`src/rtl/key_led_mode_ctrl.sv`:
```
// key_led_mode_ctrl: per-channel key -> LED mode controller (OFF -> SLOW -> FAST -> ON -> OFF).
// Latency: mode/LED update 3 edges after key_in is first sampled low, plus DEB_MAX+1 with debounce.
// Backpressure: none; every qualified press is honoured, and all channels run independently.
// Ports: sys_clk; sys_rst_n (async, active low); key_in[CH] (raw keys, active low);
//        led_out[CH] (active low); led_mode[2*CH] (channel i at bits [2i+1:2i]).
// Option: define KEY_DEBOUNCE_EN to insert the DEB_MAX debounce stage after the synchroniser.
module key_led_mode_ctrl #(
  parameter int               CH       = 4,
  parameter int               CNT_W    = 25,
  parameter logic [CNT_W-1:0] SLOW_MAX = 25'd24_999_999,
  parameter logic [CNT_W-1:0] FAST_MAX = 25'd6_249_999,
  parameter logic [19:0]      DEB_MAX  = 20'd999_999
) (
  input  logic            sys_clk,
  input  logic            sys_rst_n,
  input  logic [CH-1:0]   key_in,
  output logic [CH-1:0]   led_out,
  output logic [2*CH-1:0] led_mode
);

  typedef enum logic [1:0] {
    MODE_OFF  = 2'b00,
    MODE_SLOW = 2'b01,
    MODE_FAST = 2'b10,
    MODE_ON   = 2'b11
  } mode_t;

  localparam logic [CNT_W-1:0] CNT_ONE = CNT_W'(1);

  // Counts the first two edges after reset; until then sync stage 2 still
  // holds its reset value rather than the real key level.
  logic [1:0] settle_cnt;
  logic       settled;

  always_ff @(posedge sys_clk or negedge sys_rst_n) begin
    if (!sys_rst_n) begin
      settle_cnt <= 2'd0;
    end else if (settle_cnt != 2'd2) begin
      settle_cnt <= settle_cnt + 2'd1;
    end
  end

  assign settled = (settle_cnt == 2'd2);

`ifndef KEY_DEBOUNCE_EN
  // DEB_MAX only shapes the debounce stage, which is absent in this build.
  if (DEB_MAX == 20'd0) begin : g_deb_max_unused
  end
`endif

  for (genvar i = 0; i < CH; i++) begin : g_ch
    logic             sync1;
    logic             sync2;
    logic             lvl;
    logic             lvl_d;
    logic             press;
    logic             armed;
    mode_t            mode;
    logic [CNT_W-1:0] cnt;
    logic             led;

    always_ff @(posedge sys_clk or negedge sys_rst_n) begin
      if (!sys_rst_n) begin
        sync1 <= 1'b1;
        sync2 <= 1'b1;
      end else begin
        sync1 <= key_in[i];
        sync2 <= sync1;
      end
    end

`ifdef KEY_DEBOUNCE_EN
    logic        deb;
    logic [19:0] deb_cnt;

    // The debounced level only follows sync2 after it has differed for
    // DEB_MAX+1 consecutive cycles; any return to the old level restarts the count.
    always_ff @(posedge sys_clk or negedge sys_rst_n) begin
      if (!sys_rst_n) begin
        deb     <= 1'b1;
        deb_cnt <= 20'd0;
      end else if (sync2 == deb) begin
        deb_cnt <= 20'd0;
      end else if (deb_cnt == DEB_MAX) begin
        deb     <= sync2;
        deb_cnt <= 20'd0;
      end else begin
        deb_cnt <= deb_cnt + 20'd1;
      end
    end

    assign lvl = deb;
`else
    assign lvl = sync2;
`endif

    // A channel only arms once its key has been seen released after reset,
    // so a key held through reset release does not count as a press.
    always_ff @(posedge sys_clk or negedge sys_rst_n) begin
      if (!sys_rst_n) begin
        lvl_d <= 1'b1;
        press <= 1'b0;
        armed <= 1'b0;
      end else begin
        lvl_d <= lvl;
        press <= armed & lvl_d & ~lvl;
        if (settled & sync2 & lvl) begin
          armed <= 1'b1;
        end
      end
    end

    // Mode FSM with the blink counter and LED register. Entering SLOW/FAST
    // lights the LED on the same edge so the first lit phase is full length.
    always_ff @(posedge sys_clk or negedge sys_rst_n) begin
      if (!sys_rst_n) begin
        mode <= MODE_OFF;
        cnt  <= '0;
        led  <= 1'b1;
      end else if (press) begin
        cnt <= '0;
        case (mode)
          MODE_OFF:  begin mode <= MODE_SLOW; led <= 1'b0; end
          MODE_SLOW: begin mode <= MODE_FAST; led <= 1'b0; end
          MODE_FAST: begin mode <= MODE_ON;   led <= 1'b0; end
          default:   begin mode <= MODE_OFF;  led <= 1'b1; end
        endcase
      end else begin
        case (mode)
          MODE_SLOW: begin
            if (cnt == SLOW_MAX) begin
              cnt <= '0;
              led <= ~led;
            end else begin
              cnt <= cnt + CNT_ONE;
            end
          end
          MODE_FAST: begin
            if (cnt == FAST_MAX) begin
              cnt <= '0;
              led <= ~led;
            end else begin
              cnt <= cnt + CNT_ONE;
            end
          end
          MODE_ON: begin
            cnt <= '0;
            led <= 1'b0;
          end
          default: begin
            cnt <= '0;
            led <= 1'b1;
          end
        endcase
      end
    end

    assign led_out[i]         = led;
    assign led_mode[2*i +: 2] = mode;
  end

endmodule

```
`config.mk`:
```
export PLATFORM = sky130hd
export DESIGN_NAME = key_led_mode_ctrl
export DESIGN_NICKNAME = d
export VERILOG_FILES = /design/src/rtl/key_led_mode_ctrl.sv
export SDC_FILE = /design/constraint.sdc
export NUM_CORES = 1
export LEC_CHECK = 0
export CORE_UTILIZATION = 56
export DETAILED_ROUTE_END_ITERATION = 16
export PLACE_DENSITY = 0.76
export REMOVE_ABC_BUFFERS = 1
export SYNTH_ARGS = -nofsm -noshare
export SYNTH_HDL_FRONTEND = slang
export SYNTH_SLANG_ARGS = --single-unit
```
`constraint.sdc`:
```
create_clock -name sys_clk -period 2.4 [get_ports sys_clk]
set_clock_uncertainty 0.1 [all_clocks]
set_input_delay 0.36 -clock sys_clk [delete_from_list [all_inputs] [get_ports sys_clk]]
set_output_delay 0.36 -clock sys_clk [all_outputs]
set_load 0.005 [all_outputs]
```
==> summary.md, run 1 <==
| Metric | Value |
|---|---|
| CP max stage cell | or4_4 |
| Critical path launch point type | flip-flop |
| N_diodes | 0 |
| CP arrival | approximately 2.6 ns |
| Nets | a little over 700 |
| Max Cap Violations | 0 |
| Area of the core | ~0.011 sq mm |
| Number of synthesized flops with an enable pin | 0 |
| Status | completed |
| Post-DR wirelength/cell | 14.7 um |
| Vias in the first global route | approximately 4.8k |
| Hold Fails Final Rpt | 0 |
| Register-to-register setup slack | 0.02 ns |
| Static leakage | about 3.1 nW |
| GR peak layer | met2 |
| Die Height | around 110 um |
| Critical-path cell list | or4_1 > or4_4 > o31a_4 > o21a_1 > o31a_1 |
| Worst Max-Slew Pin Slew | ~0.55 ns |
| Worst path required time | about 2.6 ns |
| DR iter-0 viols | around 290 |
| Final setup vio count | 0 |
| Maximum level of the CTS H-tree | 4 |
| Post-synth top flop | dfrtp_1 |
| Ys async rst share | 100% |
| Setup TNS | 0 ns |
| Top post-synthesis cells by area | dfrtp_1 45%, nor2_1 7.4%, xor2_1 6.6%, dfstp_2 6.4%, xnor2_1 5.7% |
| Synth top area share | roughly 45% |
| Gate Count Post-Synth | 648 |
| CTS buffer count | 17 |
| Pre-CTS setup slack | 0.0295 ns |
| Reg-to-Reg End | g_ch[0].led |
| FP Rows | 39 |
| Die area | about 0.012 sq mm |
| Fillers | ~850 |
| Final Wtd Congestion | approximately 0.85 |
| CP max FO | 3 |
| M3 GR Usage | 5.82% |
| List of most frequent post-synthesis cells | 129 x nor2_1, 118 x dfrtp_1, 50 x xor2_1 |
| Hold path startpoint | key_in[0] |
| I/O Buffers | 17 |
| Initial Util | 57.7% |
| Final hold slack | roughly 0.25 ns |
| Residual DRC count | 0 |
| Vias/cell | around 5.5 |
| Final WS setup | approximately 0.021 ns |
| Die Span X | 110 um |
| M1 GR Usage | 29.4% |
| Syn. warnings | 0 |
| TritonCTS clock tree | yes |
| Sequential share of the synthesized area | approximately half |
| Area grow syn2layout | 16.9% |
| Vias | approximately 4.7k |
| Final Core Density | between 60% and 70% |
| Worst r2r src | g_ch[0].cnt[21] |
| Final HPWL DP | approximately 8300 um |
| Clock tree buffer depth | 2 |
| Top Ports | 18 |
| Remaining antenna violation count after routing | 0 |
| Total Routing Usage GR | between 20% and 30% |
| Total grt overflow | 0 |
| Crit path kind | flip-flop to flip-flop |
| Hold endpoint | g_ch[0].sync1 |
| Largest net degree at the start of global routing | 50 |
| Pre-antenna DRT Iters | 5 |
| Clock Sinks | between 100 and 150 |
| Hold-critical path depth | 1 |
| Max-slew headroom | 63.4% |
| Top-count cell post-synth | nor2_1 |
| Worst min-delay path category | input port to flip-flop |
| Fin crit period | roughly 2.4 ns |
| Drt total wl | approximately 12,000 um |
| Reg2Reg Depth | 5 |
| Worst ir drop on vdd | between 1 and 1.5 mV |
| Max Freq | 0.420 GHz |
| Clock Tree Root | clkbuf_16 |
| #FFs+latches synth | around 130 |
| RSZ-0062 raised after global routing | yes |
| Max Slew Vio Count | 0 |
| Tcrit/Tclk final | between 90 and 100% |
| Antenna violations before repair | 0 |
| Layout cells sized above 1 | around an eighth |
| Met2 usage | between 30% and 40% |
| Critical path capture point type | flip-flop |
| Worst-skew pair later-pin latency | 0.42 ns |
| Max stage delay on crit path | roughly 0.52 ns |
| Area leader, netlist | dfrtp_1 |
| First-pass GRT wire length | ~22,000 um |
| Distinct cell type count after synthesis | 44 |
| Clock transition at path regs | ~0.060 ns |
| Avg Cell Area, Syn | about 10 sq um |
| Mapped cell area | 0.00659 sq mm |
| Power Dens Cells | a little under 900 mW/mm^2 |
## timing repair
item	4_1_cts	5_1_grt
endpoints found under the hold margin	34	0
hold buffers	1	0
setup buffers	0	0
endpoints found under the setup margin	0	32
resized for setup	0	6
## power breakdown
| part | total [mW] | internal (mW) | switching [mW] | leakage [nW] |
|---|---|---|---|---|
| clock network | 2.73 | 1.76 | 0.963 | 0.293 |
| logic | 1.50 | 0.706 | 0.790 | 1.07 |
| registers | 2.61 | 2.44 | 0.168 | 1.77 |
## cells in the final DEF (no fill, tap or decap), types with 5 or more instances in the layout
master and n:
buf_4 17, nand3_1 45, inv_1 19, clkdlybuf4s50_1 16
nand2_1 40, dfrtp_1 118, o21ai_0 9, nor4_1 11
clkbuf_16 17, and4_1 6, xnor2_1 43, nor3_1 11
and2_1 5, o31a_1 7, nor2b_1 8, xor2_1 50
and3_1 9, ha_1 25, nor2_1 129, dfstp_2 16
nand4_1 25
## state kept, by name (all words and copies together) (netlist names)
name,flops
g_ch.press,4
g_ch.cnt,100
g_ch.lvl_d,4
settle_cnt,2
g_ch.mode,8
g_ch.lvl,4
g_ch.sync1,4
g_ch.led,4
g_ch.armed,4
## logic make-up after synthesis
group	synth area share, %
and+or+nand+nor	23.7
DFF	51.2
xor gates and xnor gates	12.4
AOI/OAI and AO/OA	5.11
buffers and inverters	2.58
adders and majority gates	4.75
muxes	0.304
## metal layers
metal,wire length [um],part of all wire [%],up-vias
li1,-,-,2293
met5,0,0,-
met3,397,3.2,19
met1,5930,48,2304
met4,167,1.3,0
met2,5940,48,72
## worst max-delay path by stage
| stage | startpoint | endpoint | slack (ns) |
|---|---|---|---|
| floorplan | g_ch[2].cnt[21] | g_ch[2].cnt[10] | -0.11 |
| finish | g_ch[0].cnt[21] | g_ch[0].led | 0.02 |
| CTS | g_ch[3].cnt[13] | g_ch[3].led | 0.01 |
| global route | g_ch[0].cnt[21] | g_ch[0].led | -0.04 |
| global placement | g_ch[0].cnt[21] | g_ch[0].led | 0.07 |
| detailed placement | g_ch[0].cnt[21] | g_ch[0].led | 0.03 |
## area by class of cell
cell class,count,area (sq um),area share [%]
Multi-Input combinational cell,478,3050,39.7
Clock buffer,20,447,5.80
Sequential cell,134,3370,43.8
Inverter,19,71.3,0.926
Tap cell,143,179,2.32
Clock inverter,12,178,2.31
Timing Repair Buffer,40,400,5.20
## worst max-delay path: cells and delay by family (launching register included)
family	cells	cell delay (ns)
AOI/OAI and AO/OA	3	0.79
DFF	1	0.38
and+or+nand+nor	2	1.03
## through the flow
step	power [mW]	cells	cell area (sq um)
after floorplan	3.46	631	6490
after global placement	4.03	813	7050
after detailed placement	4.11	813	7050
after CTS	6.84	846	7680
after global routing	7.15	846	7700
final	6.83	846	7700
Power figures use the tool's default switching activity.
==> inputs of run 2 (changes only) <==
--- a/config.mk
+++ b/config.mk
@@ -6,6 +6,7 @@
 export NUM_CORES = 1
 export LEC_CHECK = 0
 export CORE_UTILIZATION = 56
+export CTS_CLUSTER_SIZE = 8
 export DETAILED_ROUTE_END_ITERATION = 16
 export PLACE_DENSITY = 0.76
 export REMOVE_ABC_BUFFERS = 1
==> results of run 2 <==
The final DEF is identical to that of run 1; final timing and power are the same.
